`src/rtl/out_sync_rd_sched.sv`:
```
// out_sync_rd_sched: credit-based FIFO read scheduler with 2-deep skid buffer and line/frame markers
// Ports: clk/rst (sync, active-high); slice_width/slice_height give the geometry (E = slice_width>>1 words per line);
// enable gates the scheduler; buf_* is the FIFO read side (buf_valid one cycle after buf_rd_en);
// out_* is the valid/ready sink side with sol/eol/sof/eof markers;
// frame_done, sof_abort are pulses; underflow_err, cfg_err are sticky.
module out_sync_rd_sched #(
  parameter int DATA_WIDTH = 4*3*14,
  parameter int MAX_SLICE_WIDTH = 2560,
  parameter int MAX_SLICE_HEIGHT = 4096
) (
  input  logic clk,
  input  logic rst,
  input  logic [$clog2(MAX_SLICE_WIDTH)-1:0] slice_width,
  input  logic [$clog2(MAX_SLICE_HEIGHT)-1:0] slice_height,
  input  logic enable,
  input  logic buf_empty,
  input  logic buf_sof,
  output logic buf_rd_en,
  input  logic buf_valid,
  input  logic [DATA_WIDTH-1:0] buf_data,
  output logic [DATA_WIDTH-1:0] out_data,
  output logic out_valid,
  input  logic out_ready,
  output logic out_sol,
  output logic out_eol,
  output logic out_sof,
  output logic out_eof,
  output logic frame_done,
  output logic underflow_err,
  output logic cfg_err,
  output logic sof_abort
);
  localparam int WW = $clog2(MAX_SLICE_WIDTH);
  localparam int HW = $clog2(MAX_SLICE_HEIGHT);
  localparam logic [1:0] IDLE = 2'd0, WAIT_SOF = 2'd1, RUN = 2'd2;
  logic [1:0] state, cnt;
  logic sof_q, inflight, wp, rp;
  logic [DATA_WIDTH-1:0] mem [2];
  logic [WW-1:0] e_in, e_q, rd_col, out_col;
  logic [HW-1:0] h_q, rd_row, out_row;
  logic run, sof_rise, cfg_ok, start, push, pop, col_last, rd_col_last, underflow;
  always_comb begin
    e_in = slice_width >> 1;
    run = state == RUN;
    sof_rise = buf_sof & ~sof_q;
    cfg_ok = e_in >= WW'(2) && slice_height != '0;
    start = enable & sof_rise & (run | (state == WAIT_SOF & cfg_ok));
    // rd_row reaches h_q exactly when all E*H words of the slice have been issued
    buf_rd_en = run & enable & ~sof_rise & ~buf_empty & (cnt == 2'd0 | (cnt == 2'd1 & ~inflight)) & rd_row != h_q;
    out_valid = cnt != 2'd0;
    out_data = mem[rp];
    push = buf_valid & inflight;
    pop = out_valid & out_ready;
    col_last = out_col == e_q - WW'(1);
    rd_col_last = rd_col == e_q - WW'(1);
    out_sol = out_valid & out_col == '0;
    out_eol = out_valid & col_last;
    out_sof = out_sol & out_row == '0;
    out_eof = out_eol & out_row == h_q - HW'(1);
    // RUN is left on the last accept, so being in RUN already means the frame is incomplete
    underflow = run & out_ready & ~out_valid & ~inflight & buf_empty;
  end
  always_ff @(posedge clk) begin
    if (rst) begin
      state <= IDLE;
      cnt <= '0;
      sof_q <= 1'b0;
      inflight <= 1'b0;
      wp <= 1'b0;
      rp <= 1'b0;
      mem[0] <= '0;
      mem[1] <= '0;
      e_q <= '0;
      h_q <= '0;
      rd_col <= '0;
      rd_row <= '0;
      out_col <= '0;
      out_row <= '0;
      frame_done <= 1'b0;
      underflow_err <= 1'b0;
      cfg_err <= 1'b0;
      sof_abort <= 1'b0;
    end else begin
      sof_q <= buf_sof;
      frame_done <= 1'b0;
      sof_abort <= 1'b0;
      if (!enable) begin
        state <= IDLE;
        cnt <= '0;
        wp <= 1'b0;
        rp <= 1'b0;
        inflight <= 1'b0;
      end else if (start) begin
        state <= RUN;
        sof_abort <= run;
        e_q <= e_in;
        h_q <= slice_height;
        rd_col <= '0;
        rd_row <= '0;
        out_col <= '0;
        out_row <= '0;
        cnt <= '0;
        wp <= 1'b0;
        rp <= 1'b0;
        inflight <= 1'b0;
        underflow_err <= 1'b0;
      end else begin
        if (state == IDLE) state <= WAIT_SOF;
        if (state == WAIT_SOF && sof_rise) cfg_err <= 1'b1;
        if (underflow) underflow_err <= 1'b1;
        inflight <= buf_rd_en | (inflight & ~buf_valid);
        cnt <= cnt + {1'b0, push} - {1'b0, pop};
        if (push) begin
          mem[wp] <= buf_data;
          wp <= ~wp;
        end
        if (pop) rp <= ~rp;
        if (buf_rd_en) begin
          rd_col <= rd_col_last ? '0 : rd_col + WW'(1);
          rd_row <= rd_col_last ? rd_row + HW'(1) : rd_row;
        end
        if (pop) begin
          out_col <= col_last ? '0 : out_col + WW'(1);
          out_row <= col_last ? out_row + HW'(1) : out_row;
        end
        if (pop & out_eof) begin
          state <= WAIT_SOF;
          frame_done <= 1'b1;
        end
      end
    end
  end
endmodule

```
`config.mk`:
```
export PLATFORM = sky130hd
export DESIGN_NAME = out_sync_rd_sched
export DESIGN_NICKNAME = d
export VERILOG_FILES = /design/src/rtl/out_sync_rd_sched.sv
export SDC_FILE = /design/constraint.sdc
export NUM_CORES = 1
export LEC_CHECK = 0
export CAP_MARGIN = 0
export CELL_PAD_IN_SITES_DETAIL_PLACEMENT = 1
export CELL_PAD_IN_SITES_GLOBAL_PLACEMENT = 2
export CORE_MARGIN = 2
export CORE_UTILIZATION = 35
export DETAILED_ROUTE_END_ITERATION = 8
export GPL_TIMING_DRIVEN = 0
export PLACE_DENSITY = 0.86
export SETUP_SLACK_MARGIN = 0.1
export SYNTH_ARGS = -nofsm -noshare
export SYNTH_HDL_FRONTEND = slang
export SYNTH_SLANG_ARGS = --single-unit
export TNS_END_PERCENT = 100
```
`constraint.sdc`:
```
create_clock -name clk -period 6.9 [get_ports clk]
set_clock_uncertainty 0.15 [all_clocks]
set_input_delay 1.38 -clock clk [delete_from_list [all_inputs] [get_ports clk]]
set_output_delay 1.38 -clock clk [all_outputs]
set_load 0.02 [all_outputs]
```
[Word level (Yosys, flattened, before mapping)]
Memories as Yosys holds them, arrays and structs flattened. A register that Yosys moved wholly into a read port is not among the register bits.
Cells that the tools add are included.
Storage, ports and cells
  register bits after elaboration: 83
  latch bits: 0
  RAM bits: 336
  ROM bits: 0
  input bits: 199
  output and inout bits: 178
  word-level logic and storage cells: 125
  memories: 1
Cells by class
  add/subtract/negate cells: 8
  multiply operators: 0
  div/mod/pow operators: 0
  order comparisons: 1
  equal/unequal tests: 7
  shift operators: 0
  multiplexer cells: 30
  bitwise gates (word level): 35
  reduce and logical (&&, ||, !) cells: 26
Memory list
  mem: depth 2, width 168, rd ports 1, clocked after Yosys merged registers in 1, write ports 2, RTL line 38  | logic [DATA_WIDTH-1:0] mem [2];
Operators by type and width (count)
  $mux W168: 1
  $reduce_or A168 Y1: 1
  $mux W12: 12
  $add A12 B1 Y12 const B: 4
  $eq A12 B12 Y1: 3
  $logic_not A12 Y1: 2
  $and A1 B1 Y1: 22
  $mux W1: 14
  $reduce_bool A2 Y1: 7
  $ne A12 B12 Y1: 1
  $reduce_bool A12 Y1: 1
  $sub A11 B1 Y12 const B: 1
  $sub A12 B1 Y12 const B: 1
  $ge A11 B2 Y1 const B: 1
  $not A1 Y1: 10
  $reduce_and A3 Y1: 3
  $reduce_and A2 Y1: 4
  $mux W2: 3
  $reduce_or A3 Y1: 2
  $eq A2 B1 Y1 const B: 2
  $logic_not A2 Y1: 2
  $or A1 B1 Y1: 3
  $reduce_bool A3 Y1: 1
  $add A2 B1 Y2: 1
  other kinds (4): 5

[Depth between registers and ports, before layout]
Gate-level depths: netlist of run 1.
  word-level depth: 11
  depth in mapped cells: 12
  depth with buffers taken out: 10

[Worst setup path before layout of run 1]
No wires, ideal clock.
  kind: input to register
  from: input port slice_height[2]
  to: memory mem[0][0] (netlist bit) (enable)
  arrival: 5193 ps
  data required time: 6292 ps
  path slack: 1100 ps
  stages on the path: 9
  buffers on the path: 1
  path through: nor4_1 > nand3_1 > nand3_1 > a21oi_2 > nor2_1 > nand2_1 > nor3_1 > clkbuf_1 > or2_2
RTL lines
  from (decl): RTL line 14  | input logic [$clog2(MAX_SLICE_HEIGHT)-1:0] slice_height,
  to (decl): RTL line 38

==> results of run 1 <==
==> power by group <==
part	switching [mW]	total, mW	leakage [nW]	internal, mW
registers	0.0208	2.82	4.15	2.79
clock network	1.05	2.55	0.756	1.49
logic	0.207	0.429	4.53	0.222
==> cells by family after synthesis <==
kind of cell	synth area share, %
AND/OR/NAND/NOR	18.3
flip-flops	60.9
multiplexers	11.1
adder cells (fa/ha/maj)	0.647
AO/OA/AOI/OAI	3.11
buffers and inverters	2.21
XOR/XNOR	3.71
==> tightest hold or removal path, stage by stage, from the launching register on <==
cell     delay, ns
dfxtp_1       0.34
a41oi_1       0.05
nor2_1        0.07
==> state kept, by name, indices dropped and copies added, names as in the netlist, 2 cells and up, named ones only <==
| signal | cells |
|---|---|
| rd_col | 12 |
| mem | 336 |
| e_q | 11 |
| out_row | 12 |
| h_q | 12 |
| rd_row | 12 |
| state | 2 |
| cnt | 2 |
| out_col | 12 |
==> stage by stage <==
stage	instances	hold WS, ns	util [%]
finish	2679	0.342	46.9
CTS	2665	0.360	46.8
global placement	2571	0.336	43.6
floorplan	1493	0.316	-
detailed placement	2579	0.339	44.0
global route	2676	0.402	46.8
==> path summary, 6_finish.rpt <==
path / endpoint / slack [ns]
worst max-delay path: mem[1][92]$_SDFFCE_PN0P_ / 0.92
worst min-delay path: cfg_err$_SDFFE_PP0P_ / 0.34
worst max register to register: mem[1][92]$_SDFFCE_PN0P_ / 2.36
worst min register to register: cfg_err$_SDFFE_PP0P_ / 0.34
==> cells in the final DEF, fill, tap and decap left out, drive strengths merged, types with 12 or more instances in the layout <==
| master | instances |
|---|---|
| o21ai | 22 |
| nor4 | 21 |
| nor3 | 15 |
| xor2 | 41 |
| xnor2 | 28 |
| nand2 | 30 |
| clkbuf | 135 |
| and2 | 339 |
| edfxtp | 336 |
| clkdlybuf4s50 | 374 |
| mux2 | 168 |
| and3 | 12 |
| nor2 | 76 |
| or3 | 15 |
| diode | 14 |
| inv | 18 |
| mux2i | 25 |
| a21oi | 24 |
| nand3 | 25 |
| buf | 19 |
| nand4 | 17 |
| dfxtp | 84 |
| clkinv | 22 |
==> layout make-up <==
class                           count  share of cell area, %
Multi-Input combinational cell    966                   27.8
Antenna cell                       14                  0.136
Inverter                           16                  0.234
Timing Repair Buffer              382                   15.2
Clock inverter                     31                   1.23
Buffer                             91                   1.43
Clock buffer                       55                   4.77
Tap cell                          704                   3.43
Sequential cell                   420                   45.8
==> layer usage <==
metal	wire length, µm	up-vias	global-route usage (%)
met1	23000	6697	23.5
met4	1960	4	7.92
met3	2990	98	4.11
met5	23	-	0
li1	-	6218	-
met2	28000	315	33.0
==> metrics.yaml, run 1 <==
crit_fanout: 46
cp_common_cell: "nand3_1"
finalSetupTns_ns: 0
yosysMostFrequentCell: "and2_1"
seqCellArea_um2: 11800
crit_buf_inv: 4
hold_depth: 2
htreeDepth: 2
grt_pass1_wl_mm: 84.1
p_total_mw: 5.79
dieHeight_um: 239
r2r_start: "state[1]$_SDFFE_PP0P_"
clock-sinks: 420
synth_ff_type: "edfxtp_1"
fillers: 5690
yosys_register_bits: 420
syn_area_per_cell_um2: 12.9
antenna_found_initial: 14
vias_per_cell: 4.98
die_w_um: 239
dp_worst_setup_slack_ns: 0.0672
io_pins: 377
ff2ff_path_depth: 10
synth_cell_type_count: 61
drc: 0
startpoint_type: "input port"
setup_viol: 0
cts_buffers: 46
rows: 86
critPathKind: "in -> reg"
grt_pass1_vias: 14300
total_leakage_power_nw: 9.43
wl_mm: 56.0
post_cts_buffers: 0
crit_start: "slice_height[6]"
synthTopCellsByCount: "and2_1 (339), edfxtp_1 (336), mux2_2 (168), dfxtp_1 (84), clkbuf_1 (80)"
clk_latency_ns: 0.57
path_depth: 12
synth_edf_count: 336
ys_seq_area_share_pct: 60.9
hold_viol: 0
drv_cap: 0
vias: 13300
syn-cell-area_um2: 19300
gr-total-overflow: 0
vdd_drop_max_uv: 164
rsz0062_at_grt: "false"
coreArea_um2: 54900
grt.total_usage_pct: 19.2
syn_inst: 1493
die_area_um2: 57100
syn_to_final_growth_pct: 33.1
status: "completed"
dp_hpwl_mm: 40.0
relSlewSlack_pct: 42.6
fmax_ghz: 0.167
drt_iter0_drc: 487
yosysTopAreaCellShare_pct: 52.2
layout_setup_ws_ns: 0.920
synthTopCellsByArea: "edfxtp_1 (52%), and2_1 (11%), mux2_2 (9.8%)"
clk_pin_slew_ns: 0.06
multi_input_area_um2: 7140
cts_tree: "yes"
drive_gt1_share_pct: 13.7
final_nets: 2132
crit_chain: "clkdlybuf4s50_1 -> nor4_1 -> nand3_1 -> nand3_1 -> a21oi_2 -> nor2_1 -> nand2_1 -> nor3_2 -> clkbuf_1 -> or2_4 -> buf_12 -> buf_16"
grt_start_max_net_pins: 51
yosys_warnings: 0
worstPathArrival_ns: 6.08
async_flop_share_pct: 0
p_per_area_nw_per_um2: 225
layout_min_cycle_time_ns: 5.98
worst-slew-pin-transition_ns: 0.861
worst_ep_required_time_ns: 7.00
cts.path.max_buffers: 3
synth_nets: 1702
first_pass_iters: 4
ant_nets: 0
wl_per_cell_um: 20.9
port-buffer-count: 374
cp-end-kind: "register"
fin_area_um2: 25700
place_area_um2: 24100
post-route-period-util_pct: 86.7
slowest_stage: "nor3_2"
postCtsHoldBufs: 0
place.gp.congestion: 0.809
cp_top_family: "simple AND/OR/NAND/NOR gates"
initial_core_util_pct: 35.2
yosysTopAreaCell: "edfxtp_1"
hold_start: "cfg_err$_SDFFE_PP0P_"
drv_slew: 0
cts.repair.resized: 0
critPathMaxStageDelay_ns: 0.66
root_buffer: "clkbuf_16"
hold_path.class: "reg -> reg"
Power figures use the tool's default switching activity.
==> inputs of run 2 (changes only) <==
--- a/config.mk
+++ b/config.mk
@@ -8,6 +8,7 @@
 export CAP_MARGIN = 0
 export CELL_PAD_IN_SITES_DETAIL_PLACEMENT = 1
 export CELL_PAD_IN_SITES_GLOBAL_PLACEMENT = 2
+export CORE_ASPECT_RATIO = 0.6
 export CORE_MARGIN = 2
 export CORE_UTILIZATION = 35
 export DETAILED_ROUTE_END_ITERATION = 8
==> constraint.sdc (replaced) <==
create_clock -name clk -period 6.9 [get_ports clk]
set_clock_uncertainty 0.15 [all_clocks]
set_input_delay 1.38 -clock clk [delete_from_list [all_inputs] [get_ports clk]]
set_output_delay 1.38 -clock clk [all_outputs]
set_load 0.005 [all_outputs]
==> run 2 against run 1 <==
Effect of this change: wire length up 8.2%; register-to-register slack worse by 0.22 ns; worst hold slack got worse by 0.0055 ns; global-route usage is 1.4 points higher.
==> metrics.yaml, run 2 (synthesis gave the netlist of run 1 again) <==
drive_gt1_share_pct: 13.8
grt_pass1_vias: 14000
crit_chain: "clkdlybuf4s50_1 -> nor4_1 -> nand3_1 -> nand3_1 -> a21oi_2 -> nor2_1 -> nand2_1 -> nor3_2 -> buf_6 -> clkbuf_1 -> or2_4 -> buf_16 -> buf_12"
dieHeight_um: 186
slowest_stage: "nor2_1"
grt_start_max_net_pins: 59
p_total_mw: 5.76
hold_path.class: "reg -> reg"
setup_viol: 0
io_pins: 377
drv_cap: 0
port-buffer-count: 374
seqCellArea_um2: 11800
final_nets: 2129
drt_iter0_drc: 711
grt_pass1_wl_mm: 88.9
post-route-period-util_pct: 92.1
p_per_area_nw_per_um2: 224
initial_core_util_pct: 35.6
ant_nets: 0
postCtsHoldBufs: 0
fmax_ghz: 0.157
drc: 0
clock-sinks: 420
layout_setup_ws_ns: 0.544
layout_commonest_cell: "clkdlybuf4s50_1"
regMostFlops: "mem"
crit_fanout: 51
startpoint_type: "input port"
vias: 13400
final_util_pct: 47.3
first_pass_iters: 7
cp_top_family: "simple AND/OR/NAND/NOR gates"
dp_hpwl_mm: 44.6
wl_per_cell_um: 22.6
htreeDepth: 2
rows: 66
hold_viol: 0
drv_slew: 0
cts.path.max_buffers: 3
place.gp.congestion: 0.825
syn_to_final_growth_pct: 32.9
critPathKind: "in -> reg"
worstPathArrival_ns: 6.46
die_area_um2: 57200
relSlewSlack_pct: 36.7
finalSetupTns_ns: 0
layout_min_cycle_time_ns: 6.36
root_buffer: "clkbuf_16"
clk_pin_slew_ns: 0.06
grt.total_usage_pct: 20.7
cp_common_cell: "nand3_1"
crit_buf_inv: 5
critPathMaxStageDelay_ns: 0.66
coreArea_um2: 54300
cp-end-kind: "register"
wl_mm: 60.5
final_cell_mix: "clkdlybuf4s50_1 (374), and2_1 (339), edfxtp_1 (336), mux2_2 (168), clkbuf_1 (88)"
largest_reg_flops: 336
multi_input_area_um2: 7140
rsz0062_at_grt: "false"
status: "completed"
antenna_found_initial: 8
clk_latency_ns: 0.55
vdd_drop_max_uv: 164
vias_per_cell: 5.00
die_w_um: 307
gr-total-overflow: 0
fin_cells: 2678
cts_buffers: 44
dp.cells: 2588
worst_ep_required_time_ns: 7.00
worst-slew-pin-transition_ns: 0.949
cts_tree: "yes"
total_leakage_power_nw: 9.42
fillers: 5641
dp_worst_setup_slack_ns: -0.366
[run 2: cell types whose count changed in the layout (fill, tap and decap cells not counted), sizes merged]
cell | previous run | this run
buf | 19 | 18
clkbuf | 135 | 134
clkinvlp | 1 | 0
clkinv | 22 | 19
diode | 14 | 8
bufinv | 6 | 7
[run 2: per-stage QoR]
stage          cell area [µm²]  hold slack [ns]
3_5_place_dp             24100            0.324
6_report                 25700            0.337
2_1_floorplan            19300            0.310
3_3_place_gp             24000            0.308
5_1_grt                  25700            0.356
4_1_cts                  25700            0.340
[run 2: metal layers]
metal | share of wire [%] | track usage (%)
met1 | 45 | 28.5
met2 | 46 | 32.1
met3 | 5.1 | 4.34
met4 | 3.6 | 7.47
met5 | 0.021 | 0
[run 2: area by class of cell]
class	instances	share of cell area, %
inverters	16	0.234
flip-flops and latches	420	45.8
plain buffers	91	1.43
clock buffers	54	4.51
repair buffers	381	15.2
diodes	8	0.0779
clock inverters	28	1.39
well taps	714	3.48
multi-input cells	966	27.8
[run 2: worst paths after layout]
check,endpoint,start,cells after the start,slack [ns]
max,mem[1][126]$_SDFFCE_PN0P_,slice_width[6],13,0.54
min,cfg_err$_SDFFE_PP0P_,cfg_err$_SDFFE_PP0P_,2,0.34
max reg2reg,mem[1][126]$_SDFFCE_PN0P_,state[1]$_SDFFE_PP0P_,11,2.14
min reg2reg,cfg_err$_SDFFE_PP0P_,cfg_err$_SDFFE_PP0P_,2,0.34
[run 2: power by group]
part           leakage, nW  switching, mW  total (mW)  internal, mW
sequential            4.15         0.0209        2.81          2.79
combinational         4.52          0.177       0.399         0.222
clock                0.753           1.07        2.54          1.47
[run 2: repair_timing]
| item | in CTS | in global routing |
|---|---|---|
| hold endpoints to repair | 0 | 0 |
| setup endpoints to repair | 0 | 94 |
| buffers inserted | 0 | 0 |
| gates resized for setup | 0 | 1 |
[run 2: worst reg2reg max path, cell delays in order (launching register included)]
cell and delay, ns:
dfxtp_1 0.40, nor2b_1 0.10, nand3_1 0.10, a21oi_2 0.19, nor2_1 0.67, nand2_1 0.43, nor3_2 0.49, buf_6 0.21
clkbuf_1 0.40, or2_4 0.63, buf_16 0.36, buf_12 0.29
